## src/rtl/multicycle_sequencer.sv

```systemverilog
// Multi-cycle CPU control sequencer: FETCH/DECODE/EXECUTE/MEMORY/WRITEBACK with
// memory-timeout and illegal-opcode fault detection and a retired-instruction counter.
module multicycle_sequencer #(
    parameter int MEM_TIMEOUT = 15,
    parameter int RETIRE_W    = 16
) (
    input  logic                clk,
    input  logic                rst_n,
    input  logic                run,
    input  logic [6:0]          opcode,
    input  logic                ctl_branch,
    input  logic                ctl_memread,
    input  logic                ctl_memwrite,
    input  logic                ctl_regwrite,
    input  logic                branch_taken,
    input  logic                mem_ready,
    output logic                mem_req,
    output logic                mem_we,
    output logic                mem_sel_data,
    output logic                ir_load,
    output logic                pc_write,
    output logic                pc_branch,
    output logic                reg_write,
    output logic                retired,
    output logic [RETIRE_W-1:0] retire_count,
    output logic [2:0]          state,
    output logic                fault,
    output logic [1:0]          fault_code
);

    typedef enum logic [2:0] {
        S_FETCH     = 3'd0,
        S_DECODE    = 3'd1,
        S_EXECUTE   = 3'd2,
        S_MEMORY    = 3'd3,
        S_WRITEBACK = 3'd4,
        S_HALT      = 3'd5
    } state_t;

    // The timeout fires in the cycle whose increment would reach MEM_TIMEOUT.
    localparam logic [7:0] TIMEOUT_LAST = 8'(MEM_TIMEOUT - 1);

    state_t     st;
    logic       req_active;
    logic       we_r;
    logic       sel_r;
    logic [7:0] wait_cnt;
    logic       legal_op;
    logic       handshake;
    logic       timeout_hit;
    logic       ir_load_c;
    logic       pc_write_c;
    logic       pc_branch_c;
    logic       reg_write_c;

    assign state        = st;
    assign mem_req      = req_active;
    assign mem_we       = we_r;
    assign mem_sel_data = sel_r;
    assign handshake    = req_active && mem_ready;
    assign timeout_hit  = req_active && !mem_ready && (wait_cnt == TIMEOUT_LAST);

    always_comb begin
        legal_op = 1'b0;
        case (opcode)
            7'b0110011, 7'b0010011, 7'b0000011, 7'b0100011, 7'b1100011: legal_op = 1'b1;
            default:                                                     legal_op = 1'b0;
        endcase
    end

    always_comb begin
        ir_load_c   = 1'b0;
        pc_write_c  = 1'b0;
        pc_branch_c = 1'b0;
        reg_write_c = 1'b0;
        case (st)
            S_FETCH:   ir_load_c = handshake;
            S_EXECUTE: begin
                if (ctl_branch) begin
                    pc_write_c  = 1'b1;
                    pc_branch_c = branch_taken;
                end
            end
            S_MEMORY:  pc_write_c = handshake && ctl_memwrite;
            S_WRITEBACK: begin
                reg_write_c = ctl_regwrite;
                pc_write_c  = 1'b1;
            end
            default: ;
        endcase
    end

    assign ir_load   = ir_load_c;
    assign pc_write  = pc_write_c;
    assign pc_branch = pc_branch_c;
    assign reg_write = reg_write_c;
    assign retired   = pc_write_c;

    always_ff @(posedge clk or negedge rst_n) begin
        if (!rst_n) begin
            st           <= S_FETCH;
            req_active   <= 1'b0;
            we_r         <= 1'b0;
            sel_r        <= 1'b0;
            wait_cnt     <= '0;
            retire_count <= '0;
            fault        <= 1'b0;
            fault_code   <= 2'b00;
        end else begin
            if (pc_write_c)
                retire_count <= retire_count + 1'b1;

            case (st)
                S_FETCH: begin
                    if (!req_active) begin
                        wait_cnt <= '0;
                        if (run) begin
                            req_active <= 1'b1;
                            sel_r      <= 1'b0;
                            we_r       <= 1'b0;
                        end
                    end else if (mem_ready) begin
                        req_active <= 1'b0;
                        wait_cnt   <= '0;
                        st         <= S_DECODE;
                    end else if (timeout_hit) begin
                        req_active <= 1'b0;
                        wait_cnt   <= '0;
                        fault      <= 1'b1;
                        fault_code <= 2'b10;
                        st         <= S_HALT;
                    end else begin
                        wait_cnt <= wait_cnt + 8'd1;
                    end
                end
                S_DECODE: begin
                    if (legal_op) begin
                        st <= S_EXECUTE;
                    end else begin
                        fault      <= 1'b1;
                        fault_code <= 2'b01;
                        st         <= S_HALT;
                    end
                end
                S_EXECUTE: begin
                    if (ctl_branch) begin
                        st <= S_FETCH;
                    end else if (ctl_memread || ctl_memwrite) begin
                        req_active <= 1'b1;
                        sel_r      <= 1'b1;
                        we_r       <= ctl_memwrite;
                        wait_cnt   <= '0;
                        st         <= S_MEMORY;
                    end else begin
                        st <= S_WRITEBACK;
                    end
                end
                S_MEMORY: begin
                    if (mem_ready) begin
                        req_active <= 1'b0;
                        sel_r      <= 1'b0;
                        we_r       <= 1'b0;
                        wait_cnt   <= '0;
                        st         <= ctl_memwrite ? S_FETCH : S_WRITEBACK;
                    end else if (timeout_hit) begin
                        req_active <= 1'b0;
                        sel_r      <= 1'b0;
                        we_r       <= 1'b0;
                        wait_cnt   <= '0;
                        fault      <= 1'b1;
                        fault_code <= 2'b11;
                        st         <= S_HALT;
                    end else begin
                        wait_cnt <= wait_cnt + 8'd1;
                    end
                end
                S_WRITEBACK: st <= S_FETCH;
                S_HALT:      st <= S_HALT;
                default:     st <= S_HALT;
            endcase
        end
    end

endmodule

```

## config.mk

```make
export PLATFORM = sky130hd
export DESIGN_NAME = multicycle_sequencer
export DESIGN_NICKNAME = d
export VERILOG_FILES = /design/src/rtl/multicycle_sequencer.sv
export SDC_FILE = /design/constraint.sdc
export NUM_CORES = 1
export LEC_CHECK = 0
export ABC_AREA = 1
export BUFFER_PORTS_ARGS = -buffer_cell sky130_fd_sc_hd__buf_2
export CORE_UTILIZATION = 40
export CTS_CLUSTER_SIZE = 20
export DETAILED_ROUTE_END_ITERATION = 7
export PLACE_DENSITY = 0.71
export SYNTH_ARGS = -nofsm -noshare
export SYNTH_HDL_FRONTEND = slang
export SYNTH_SLANG_ARGS = --single-unit
```

## constraint.sdc

```tcl
create_clock -name clk -period 2.6 [get_ports clk]
set_input_delay 0.26 -clock clk [delete_from_list [all_inputs] [get_ports clk]]
set_output_delay 0.26 -clock clk [all_outputs]
set_load 0.01 [all_outputs]
```

==> results of run 1 <==
-- cell families after synthesis --
group,after synthesis
buffers and inverters,42
adders and majority gates,3
and+or+nand+nor,139
AOI/OAI and AO/OA,27
xor gates and xnor gates,13
DFF,33
-- sequential cells by signal, summed over array words and instances (netlist names) --
signal / cells
fault: 1
mem_req: 1
state: 3
wait_cnt: 8
fault_code: 2
mem_sel_data: 1
mem_we: 1
retire_count: 16
-- synthesized netlist by cell type, drive strengths merged --
| library cell | instances |
|---|---|
| a21oi | 6 |
| buf | 4 |
| nor3b | 1 |
| dfrtp | 33 |
| xor2 | 9 |
| a31oi | 1 |
| xnor2 | 4 |
| o21ai | 18 |
| nand4 | 8 |
| inv | 38 |
| o31ai | 1 |
| nand3 | 18 |
| nand2 | 71 |
| nor4 | 1 |
| nor3 | 13 |
| nor2 | 27 |
| ha | 3 |
| o211ai | 1 |
-- power groups by stage --
stage                     Combinational, W  Sequential, W  Clock [W]
after floorplan                  0.0000119       0.000528          0
after detailed placement         0.0000391       0.000528          0
after CTS                        0.0000392       0.000518   0.000448
after global routing             0.0000435       0.000519   0.000465
after global placement           0.0000387       0.000528          0
final                            0.0000382       0.000519   0.000428
-- final cells by class --
type / instances / area share, %
well taps: 67 / 3.60
flip-flops and latches: 33 / 35.4
repair buffers: 45 / 9.66
multi-input cells: 182 / 40.8
clock buffers: 7 / 4.13
inverters: 38 / 6.12
clock inverters: 1 / 0.215
-- through the flow --
stage | power [W] | std cells | util [%]
finish | 0.000985 | 373 | 49.4
global route | 0.00103 | 373 | 49.4
CTS | 0.00101 | 373 | 49.4
detailed placement | 0.000568 | 365 | 47.2
global placement | 0.000567 | 365 | 47.2
floorplan | 0.000540 | 257 | -
-- path summary, 6_finish.rpt --
path	start	slack [ns]	end
worst max-delay path	state[2]$_DFFE_PN0N_	0.53	retired
worst min-delay path	rst_n	0.03	retire_count[9]$_DFFE_PN0P_
worst max register to register	state[2]$_DFFE_PN0N_	0.94	retire_count[7]$_DFFE_PN0P_
worst min register to register	fault$_DFFE_PN0P_	0.47	fault$_DFFE_PN0P_
max in group asynchronous	rst_n	2.10	state[1]$_DFFE_PN0N_
min in group clk	ctl_memwrite	0.27	mem_we$_DFFE_PN0P_
-- layer usage --
metal,vias up,share of wire [%]
li1,917,-
met1,802,47
met2,49,46
met3,5,5.7
met4,0,1.3
met5,-,0
==> qor.yml, run 1 <==
outcome:
  outcome: "completed"
synthesis:
  yosys.area.top_type: "dfrtp_1"
  seq_area_frac_synth_pct: 42.0
  synthSimpleGateAreaFrac_pct: 33.5
  synth_mux_area_share_pct: 0
  avgSynthCellArea_um2: 7.65
  synth-xor-area-share_pct: 5.79
  synthDistinctLibCells: 28
  yosys_warnings: 0
  synth_seq_cells: 33
  syn-instance-count: 257
  synth.cell_area_um2: 1970
  synth_compound_area_share_pct: 7.19
  synth.area.top_cells: "dfrtp_1 42%, nand2_1 12%, inv_1 5.3%"
  yosys.area.top_type_share_pct: 42.0
  synth_nets: 276
  yosys.area_share.adder_pct: 1.91
  synth_top_family_by_area: "simple AND/OR/NAND/NOR gates"
layout:
  nNetsFinal: 324
  design_area_um2: 2330
  antenna_cells: 0
  multi_input_area_um2: 952
  nFillCells: 483
  ff_latch_area_um2: 826
  drive_gt1_share_pct: 25.5
  area_growth_pct: 18.6
  final_cell_mix: "63 x nand2_1, 45 x buf_2, 33 x dfrtp_1"
  mostFrequentLayoutCell: "nand2_1"
sta:
  drv_slew: 0
  min_period_over_period_pct: 79.6
  min_period_ns: 2.07
  timing.final.ws_setup_ns: 0.532
  clock_skew_ns: 0.00222
  finalSetupViolCount: 0
  tightest_slew_ns: 0.731
  rsz0062_at_grt: "false"
  whs_ns: 0.0305
  fmax_ghz: 0.483
  slew_headroom_pct: 51.3
  final.setup.tns_ns: 0
  hold_violations: 0
setup_path:
  r2r_cells: 7
  critical-path-top-delay-family: "simple AND/OR/NAND/NOR gates"
  critPathArrivalTime_ns: 1.81
  path_max_fanout: 28
  startpoint_type: "flip-flop"
  worstPathRequired_ns: 2.34
  crit_chain: "inv_2, nand3_2, inv_2, nand4_1, nand3_2, buf_2"
  critPathMaxStageDelay_ns: 0.47
  critPathKind: "flip-flop to output port"
  end_kind: "output port"
  slowest_stage: "dfrtp_1"
  path_buf_inv: 3
  cp.depth: 6
routing:
  dr.pass1.iters: 4
  avgRoutedWirePerCell_um: 11.6
  drtIter0Drc: 114
  detail-route-antenna-nets: 0
  num_vias: 1773
  drc: 0
  vias_per_cell: 4.75
  drt_wl_total_um: 4310
clock_network:
  cts_max_path_buffers: 2
  clk_latency_ns: 0.28
  cts_hold_buf: 0
  cts_tree: "built"
  cts-root-buf: "clkbuf_8"
  cts_buffers: 5
  cts_setup_buffers: 0
  post_cts_resized: 0
  cts-htree-levels: 2
  clkSinkCount: 33
  clk_pin_slew_ns: 0.07
global_route:
  grt_pass1_wl_um: 7310
  grt.total_usage_pct: 18.1
  grt_pass1_vias: 1620
  grt_max_degree: 34
  met3_usage_pct: 4.86
  grt-ovfl-total: 0
  globalRoute.busiestLayer: "met2"
  grt_use_met1_pct: 23.7
  antenna_found_initial: 0
  gr-usage-met2_pct: 29.0
flow_run:
  maxCapViolCount: 0
pwr:
  internal_power_w: 0.000768
  p_seq_share_pct: 52.6
  power_frac_clock_pct: 43.5
  swShare_pct: 22.0
  p_sw_w: 0.000217
  power_frac_comb_pct: 3.9
  peakVddDrop_mv: 0.285
  power.density_nw_per_um2: 423
  p_leak_nw: 1.20
placed_design:
  place_congestion: 0.845
  port_buffers: 45
  placed_area_um2: 2230
  hpwl_um: 3300
  pre_cts_slack_ns: 0.838
floorplanning:
  core-area_um2: 4720
  rows: 25
  die_area_um2: 5200
  initial_core_util_pct: 41.6
  num_io_pins: 46
  die_w_um: 72.1
  fp.dieH_um: 72.1
worst_hold_path:
  hold_path.class: "input pin to async pin"
(Power assumes the default switching activity.)
==> run 2: changes to the inputs <==
clock period = 2.1 ns   (was 2.6 ns; I/O delays follow)
==> qor.yml, run 2 (synthesized netlist as in run 1, its figures left out) <==
setup_path:
  path_max_fanout: 28
  rr_endpoint: "mem_req$_DFFE_PN0P_"
  worstPathRequired_ns: 1.89
  critPathArrivalTime_ns: 1.63
  end_kind: "output port"
  startpoint_type: "flip-flop"
  rr_startpoint: "wait_cnt[0]$_DFFE_PN0P_"
  critPathKind: "flip-flop to output port"
  rrSetupSlack_ns: 0.50
  r2r_cells: 9
routing:
  drt_wl_total_um: 4130
  drc: 0
  detail-route-antenna-nets: 0
  drtIter0Drc: 89
  vias_per_cell: 4.72
  num_vias: 1761
  avgRoutedWirePerCell_um: 11.1
  dr.pass1.iters: 6
pwr:
  p_sw_w: 0.000265
  power.density_nw_per_um2: 555
  p_leak_nw: 1.20
  internal_power_w: 0.00104
  swShare_pct: 20.3
  peakVddDrop_mv: 0.249
  power_frac_clock_pct: 47.2
  power_frac_comb_pct: 3.6
  p_seq_share_pct: 49.1
layout:
  nNetsFinal: 324
  largest_register_ffs: 16
  top_register: "retire_count"
  final_cell_mix: "63 x nand2_1, 45 x buf_2, 33 x dfrtp_1"
  drive_gt1_share_pct: 25.2
  antenna_cells: 0
  area_growth_pct: 19.7
  design_area_um2: 2350
  stdcell_count: 373
  mostFrequentLayoutCell: "nand2_1"
placed_design:
  place_congestion: 0.882
  dp.cells: 365
  pre_cts_slack_ns: 0.399
  port_buffers: 45
  placed_area_um2: 2230
  hpwl_um: 3110
flow_run:
  maxCapViolCount: 0
sta:
  final.setup.tns_ns: 0
  min_period_over_period_pct: 87.6
  tightest_slew_ns: 0.727
  drv_slew: 0
  fmax_ghz: 0.543
  min_period_ns: 1.84
  rsz0062_at_grt: "false"
  finalSetupViolCount: 0
  timing.final.ws_setup_ns: 0.260
  hold_violations: 33
  slew_headroom_pct: 51.6
  whs_ns: -0.0183
  clock_skew_ns: 0.00455
worst_hold_path:
  hold_path.class: "input pin to async pin"
floorplanning:
  die_area_um2: 5200
  initial_core_util_pct: 41.6
  fp.dieH_um: 72.1
  num_io_pins: 46
  die_w_um: 72.1
  core-area_um2: 4720
  rows: 25
clock_network:
  cts_setup_buffers: 0
  clk_latency_ns: 0.28
  cts-root-buf: "clkbuf_8"
  clk_pin_slew_ns: 0.07
  clkSinkCount: 33
  cts_hold_buf: 0
  cts-htree-levels: 2
  cts_max_path_buffers: 2
  cts_buffers: 5
  cts_tree: "built"
outcome:
  outcome: "finished, violations left"
  violations: "hold timing"
global_route:
  antenna_found_initial: 0
  grt.total_usage_pct: 17.4
  grt_pass1_wl_um: 7090
  grt_pass1_vias: 1611
  grt_max_degree: 34
  grt-ovfl-total: 0
run 2: worst max-delay path by stage:
stage	cells after the start	to	slack (ns)	startpoint
6_report	4	pc_write	0.26	state[1]$_DFFE_PN0N_
5_1_grt	4	retired	0.12	state[1]$_DFFE_PN0N_
4_1_cts	6	pc_write	0.09	state[2]$_DFFE_PN0N_
3_5_place_dp	6	pc_write	0.40	state[2]$_DFFE_PN0N_
3_3_place_gp	6	retired	0.44	state[2]$_DFFE_PN0N_
2_1_floorplan	7	retired	0.63	state[2]$_DFFE_PN0N_
run 2: repair_timing:
action / CTS / global route
setup endpoints to repair: 0 / 2
endpoints found under the hold margin: 0 / 0
gates resized for setup: 0 / 1
run 2: layout make-up:
type | count | area (µm²)
fillers | 448 | 2370
multi-input cells | 182 | 960
flip-flops and latches | 33 | 826
repair buffers | 45 | 225
inverters | 38 | 143
clock buffers | 7 | 86.3
well taps | 67 | 83.8
clock inverters | 1 | 30.0
run 2: power groups by stage:
stage | clock network (W) | registers, W | logic [W]
2_1_floorplan | 0 | 0.000654 | 0.0000147
3_3_place_gp | 0 | 0.000654 | 0.0000478
3_5_place_dp | 0 | 0.000654 | 0.0000485
4_1_cts | 0.000636 | 0.000642 | 0.0000488
5_1_grt | 0.000668 | 0.000642 | 0.0000545
6_report | 0.000617 | 0.000642 | 0.0000476
run 2: per-stage QoR:
step | utilization [%] | power [W] | hold slack, ns
finish | 49.8 | 0.00131 | -0.0183
global route | 49.8 | 0.00136 | 0.0392
CTS | 49.7 | 0.00133 | 0.00544
detailed placement | 47.2 | 0.000703 | 0.316
global placement | 47.2 | 0.000702 | 0.313
floorplan | - | 0.000668 | -0.0856
run 2: routing by layer:
layer	GRT usage, %	up-vias	wire (µm)
met5	0	-	0
met4	6.10	0	87
met3	4.86	11	169
met2	27.3	46	1830
met1	23.0	787	2040
li1	-	917	-
run 2: critical path: stages, from the launching register on:
cell     delay [ns]
dfrtp_1        0.46
nor2_1         0.24
nand2_1        0.16
nand3_4        0.29
buf_2          0.19
